### src/rtl/mux_arb_n_to_1.sv
// N-to-1 registered arbiter/mux: fixed priority or round-robin grant; MUX_ARB_LOCK_EN adds a `lock` port that pins the grant to one channel.
// Latency 1 cycle (input transfer at edge k is visible on out_* after edge k), 1 word/cycle sustained.
// Backpressure: while out_valid & ~out_ready, in_ready is all zero and the output register holds.
module mux_arb_n_to_1 #(
  parameter int N = 32,
  parameter int W = 32,
  localparam int SW = $clog2(N)
) (
  input  logic           clk,
  input  logic           rst_n,
  input  logic           mode,
  input  logic [N-1:0]   in_valid,
  input  logic [N*W-1:0] in_data,
  output logic [N-1:0]   in_ready,
  output logic           out_valid,
  output logic [W-1:0]   out_data,
  output logic [SW-1:0]  out_sel,
  input  logic           out_ready
`ifdef MUX_ARB_LOCK_EN
  ,
  input  logic           lock
`endif
);

  logic [W-1:0]  ch [N];
  logic [N-1:0]  elig;
  logic [N-1:0]  req;
  logic [SW-1:0] ptr;
  logic [SW-1:0] g;
  logic [SW-1:0] ptr_nxt;
  logic          found;
  logic          adv;
  int            idx;

  for (genvar i = 0; i < N; i++) begin : g_ch
    assign ch[i] = in_data[i*W +: W];
  end

`ifdef MUX_ARB_LOCK_EN
  logic          lock_flag;
  logic [SW-1:0] lock_idx;

  // A held lock masks every other channel, even when the owner is idle.
  always_comb begin
    elig = '0;
    if (lock_flag) elig[lock_idx] = 1'b1;
    else           elig = '1;
  end
`else
  assign elig = '1;
`endif

  assign req = in_valid & elig;
  assign adv = ~out_valid | out_ready;

  // Scan order starts at ptr in round-robin mode, at 0 in fixed mode.
  always_comb begin
    found = 1'b0;
    g     = '0;
    idx   = 0;
    for (int k = 0; k < N; k++) begin
      if (mode) begin
        idx = int'(ptr) + k;
        if (idx >= N) idx = idx - N;
      end else begin
        idx = k;
      end
      if (!found && req[idx]) begin
        found = 1'b1;
        g     = SW'(idx);
      end
    end
  end

  always_comb begin
    in_ready = '0;
    if (rst_n && adv && found) in_ready[g] = 1'b1;
  end

  assign ptr_nxt = (g == SW'(N-1)) ? '0 : g + SW'(1);

  always_ff @(posedge clk) begin
    if (!rst_n) begin
      out_valid <= 1'b0;
      out_data  <= '0;
      out_sel   <= '0;
      ptr       <= '0;
`ifdef MUX_ARB_LOCK_EN
      lock_flag <= 1'b0;
      lock_idx  <= '0;
`endif
    end else if (adv) begin
      if (found) begin
        out_valid <= 1'b1;
        out_data  <= ch[g];
        out_sel   <= g;
        ptr       <= ptr_nxt;
`ifdef MUX_ARB_LOCK_EN
        lock_flag <= lock;
        lock_idx  <= g;
`endif
      end else begin
        out_valid <= 1'b0;
      end
    end
  end

endmodule

### config.mk
export PLATFORM = sky130hd
export DESIGN_NAME = mux_arb_n_to_1
export DESIGN_NICKNAME = d
export VERILOG_FILES = /design/src/rtl/mux_arb_n_to_1.sv
export SDC_FILE = /design/constraint.sdc
export NUM_CORES = 1
export LEC_CHECK = 0
export BUFFER_PORTS_ARGS = -buffer_cell sky130_fd_sc_hd__buf_2
export CORE_AREA = 8 8 431 433
export DETAILED_ROUTE_END_ITERATION = 7
export DIE_AREA = 0 0 439 441
export SYNTH_ARGS = -nofsm -noshare
export SYNTH_HDL_FRONTEND = slang
export SYNTH_SLANG_ARGS = --single-unit
### constraint.sdc
create_clock -name clk -period 15.05 [get_ports clk]
set_input_delay 1.505 -clock clk [delete_from_list [all_inputs] [get_ports clk]]
set_output_delay 1.505 -clock clk [all_outputs]
set_load 0.005 [all_outputs]
* Yosys cells after proc, flatten, opt, wreduce, memory -nomap -nowiden
Cells that the tools add are included.
** Word-level totals
- Bits in registers :: 43
- Input bits :: 1060
- Output and inout bits :: 70
- Logic and storage cells :: 437
** Operators by class
- Add/sub/neg operators :: 64
- Order comparisons :: 67
- Equal/unequal tests :: 1
- Multiplexer cells :: 232
- Bitwise logic cells :: 3
- Reductions and logical operators :: 66
** Operator list (number)
- $mux W32 :: 67
- $lt A32 B7 Y1 const B :: 32
- $sub A6 B6 Y7 const B :: 31
- $ge A6 B6 Y1 const B :: 32
- $mux W5 :: 33
- $bmux W1 S5 :: 32
- $bmux W32 S5 :: 1
- $mux W1 :: 98
- $add A5 B5 Y6 const B :: 16
- $add A5 B4 Y6 const B :: 8
- $logic_and A1 B1 Y1 :: 34
- $logic_not A1 Y1 :: 31
- $add A5 B3 Y6 const B :: 4
- $add A5 B2 Y6 const B :: 2
- $sub A5 B6 Y7 const B :: 1
- $add A5 B1 Y6 const B :: 1
- $ge A5 B6 Y1 const B :: 1
- $lt A5 B6 Y1 const B :: 1
- $not A5 Y6 :: 1
- $add A5 B1 Y5 const B :: 1
- $demux W1 S5 :: 1
- $eq A5 B5 Y1 const B :: 1
- $ge A5 B1 Y1 const B :: 1
- $reduce_and A2 Y1 :: 1
- other kinds (2) :: 2

* Depth between registers and ports, before layout
- Depth in word-level cells :: 105
- Depth in mapped cells :: 32
- Depth with buffers taken out :: 22

* Least setup slack after synthesis
Ideal clock, no wire load.
- Kind :: input -> output
- Start :: input port mode
- End :: output port in_ready[0]
- Data arrival time :: 6.263 ns
- Data required time :: 13.545 ns
- Path slack :: 7.282 ns
- Stages on the path :: 24
- Path through :: buf_6 > buf_6 > buf_6 > buf_6 > buf_6 > a221oi_1 > a2111oi_0 > nor4_2 > mux2i_1 > or4_1 > buf_2 > or4b_4 > nor4_4 > and3_1 > buf_4 > nand3b_4 > a32o_1 > buf_6 > clkbuf_1 > buf_2 > buf_1 > ha_1 > nand2_1 > nor2_1
** Between the ends
- Word-level cells in the longest chain between the ends :: 103
** Ends and longest elaborated chain
- from (decl) :: line 11 : input logic mode,
- $mux W32 :: line 62 : if (mode) begin
- $bmux W1 S5 :: line 68 : if (!found && req[idx]) begin
- $mux W1 (implied by the code) (2 in series) :: line 68
- $mux W1 :: line 68
- $logic_not A1 Y1 :: line 68
- $logic_and A1 B1 Y1 :: line 68
- $mux W1 :: line 68
- $logic_not A1 Y1 :: line 68
- (+86 left out)
- $logic_not A1 Y1 :: line 68
- $logic_and A1 B1 Y1 :: line 68
- $mux W5 :: line 68
- $lt A5 B6 Y1 (implied by the code) or $ge A5 B1 Y1 (tied branches) :: line 77 : if (rst_n && adv && found) in_ready[g] = 1'b1;
- $logic_and A1 B1 Y1 (implied by the code) :: line 77
- $mux W1 (implied by the code) :: line 77
- $demux W1 S5 :: line 77
- $mux W32 * :: line 77
- to (decl) :: line 14 : output logic [N-1:0] in_ready,
Every way passes the cells marked *; elsewhere a longest branch is shown, timed or not. The select of a mux whose other input is x is not followed.

* Worst setup path in the final report
- Start :: input port mode
- End :: output port in_ready[2]
Same word-level chain as after synthesis.

==> flow_summary.json <==
{
  "grt_setup_unrepaired": "false",
  "ys.flop_type": "dfxtp_1",
  "gr-total-overflow": 0,
  "synth-seq-area-share_pct": 4.60,
  "finalHoldViolations": 0,
  "grt_pass1_vias": 26210,
  "hp-class": "register to register",
  "via_count": 27367,
  "antenna_found_initial": 116,
  "die-area_mm2": 0.194,
  "rows": 156,
  "cts_root_buf": "clkbuf_16",
  "detail-route-antenna-nets": 0,
  "irDropWorstVdd_mv": 0.216,
  "synth_area_leader_cell": "mux2i_1",
  "grt_start_max_net_pins": 162,
  "drc": 0,
  "cts_hold_buf": 0,
  "power_w": 0.00635,
  "dp_hpwl_um": 180000,
  "initial_core_util_pct": 10.4,
  "via_per_inst": 4.55,
  "max_freq_mhz": 88.7,
  "cp_cell_sequence": "buf_4 > buf_4 > nand2_1 > a21boi_0 > mux2i_1 > a32o_1 > o21ai_0 > nand4_2 > nor4b_2 > nand4_1 > o221ai_1 > o21ai_0 > o21ai_0 > a31oi_4 > or2_1 > a21o_2 > buf_4 > nor2_1 > buf_2",
  "crit_buf_inv": 4,
  "crit_path_max_incr_delay_ps": 800,
  "cts_setup_buffers": 0,
  "cp-start-kind": "primary input",
  "fillers": 20809,
  "cts_tree": "built",
  "grt_pass1_wl_um": 263000,
  "maxCapViolCount": 0,
  "cts_buffer_depth": 2,
  "synthArstFlopShare_pct": 0,
  "die_w_um": 439,
  "mostFrequentLayoutCells": "buf_2, mux2i_1, a211oi_1",
  "cts.sinks": 43,
  "rr_worst_depth": 19,
  "ys_types": 105,
  "critPathMaxFanout": 90,
  "ios": 1130,
  "io_buffers": 1129,
  "slew_viol_final": 0,
  "clk_pin_slew_ps": 110,
  "synth_cells": 2648,
  "routedWlPerCell_um": 34.7,
  "min_period_ps": 11270,
  "crit_family": "compound AO/OA/AOI/OAI gates",
  "initialDrtViolationCount": 2909,
  "endpoint_kind": "output pin",
  "core_area_mm2": 0.179,
  "cts_resized": 0,
  "cp.arrival_ps": 9770,
  "yosysTopAreaCellShare_pct": 16.3,
  "yosys_warnings": 0,
  "dr.pass1.iters": 6,
  "wl_um": 209000,
  "dp_slack_ps": 3880,
  "clkLatencyLatePin_ps": 400,
  "setup_tns_ps": 0,
  "maxSlewHeadroom_pct": 6.64,
  "fin_util_pct": 15.0,
  "worst_slew_pin_slew_ps": 1400,
  "area_growth_pct": 44.1,
  "dp.cells": 5949,
  "fin_crit_sh_pct": 74.9,
  "syn_area_mm2": 0.0187,
  "fp.dieH_um": 441,
  "routabilityCongestion": 0.984,
  "htreeDepth": 2,
  "grt.total_usage_pct": 20.1,
  "outcome": "completed",
  "nets": 4663,
  "layout_setup_ws_ps": 3780,
  "crit_cells": 19,
  "ys_ff_latch": 43,
  "worst_hold_path.num_cells": 2,
  "required_ps": 13550,
  "synth_edf_count": 0,
  "layout-drive-gt1-share_pct": 38.3,
  "crit_type": "primary input to output pin",
  "avgSynthCellArea_um2": 7.07,
  "netlist_top_cells_area": "mux2i_1, a211oi_1, nor2b_1",
  "syn_nets": 3725,
  "setup_viol": 0,
  "finalClockSkew_ps": 29.3,
  "power_density_mw_per_mm2": 236,
  "final_common_cell": "buf_2",
  "cts_made_buffers": 5,
  "finalNonFillerCells": 6010,
  "leakagePower_nw": 11.8,
  "cpMaxStageDelayCell": "nor4b_2",
  "r2r_setup_slack_ps": 4940
}
-- per-stage QoR --
stage | hold WS [ps] | cell area [um^2]
3_3_place_gp | 430 | 26600
3_5_place_dp | 433 | 26600
4_1_cts | 464 | 26800
5_1_grt | 484 | 26900
6_report | 463 | 27000
2_1_floorplan | 444 | 18700
-- path summary, 6_finish.rpt --
check | startpoint | to
worst max-delay path | mode | in_ready[2]
worst min register to register | out_data[11] | out_data[11]
worst min-delay path | out_data[11] | out_data[11]
worst max register to register | ptr[0] | out_data[9]
-- per-layer routing --
layer / wire length, um / part of all wire [%] / global-route usage, % / vias up
met3: 15400 / 7.4 / 4.14 / 265
met2: 104000 / 50 / 35.4 / 1441
met1: 83500 / 40 / 24.8 / 13400
li1: - / - / - / 12221
met5: 226 / 0.11 / 0 / -
met4: 5950 / 2.9 / 5.25 / 40
-- worst min-delay path: cells and delay by family, from the launching register on --
kind	cells	cell delay, ps
compound gates	1	50
flops	1	340
simple gates	1	50
-- cells by family after synthesis --
group	synth area share [%]
flops	4.60
buf+inv	9.47
compound gates	38.7
xor+xnor	0.796
mux	19.5
fa+ha+maj	1.14
simple gates	25.8
-- power by group --
group	internal (W)	total (W)	switching [W]
Combinational	0.00170	0.00595	0.00425
Clock	0.0000854	0.000190	0.000104
Sequential	0.000159	0.000211	0.0000518
-- synth_stat cells, types with 15 or more instances --
library cell	instances
mux2i_1	304
a211oi_1	291
nand2_1	256
nor2b_1	228
a21oi_1	224
nor2_1	156
clkbuf_1	132
buf_6	71
a2111oi_0	70
and3_1	60
o22ai_1	55
o21ai_0	52
buf_2	47
a31oi_1	43
dfxtp_1	43
nand3_1	43
o221ai_1	39
o41ai_1	33
and2_1	26
mux2_2	25
inv_1	22
nand4_1	19
a22oi_1	18
ha_1	17
nand2b_1	16
and3b_1	15
nor3_1	15
-- state kept, by name (all words and copies together), names as in the netlist --
name,cells
ptr,5
out_data,32
out_valid,1
out_sel,5
-- cell type report --
type | instances | area, um^2 | area share, %
timing repair buffer | 1206 | 6330 | 23.5
antenna | 53 | 133 | 0.492
sequential | 43 | 862 | 3.20
tap | 2370 | 2970 | 11.0
clock buffer | 6 | 139 | 0.515
multi-input combinational | 2305 | 16400 | 60.8
clock inverter | 2 | 38.8 | 0.144
inverter | 25 | 97.6 | 0.362
Power figures use the tool's default switching activity.
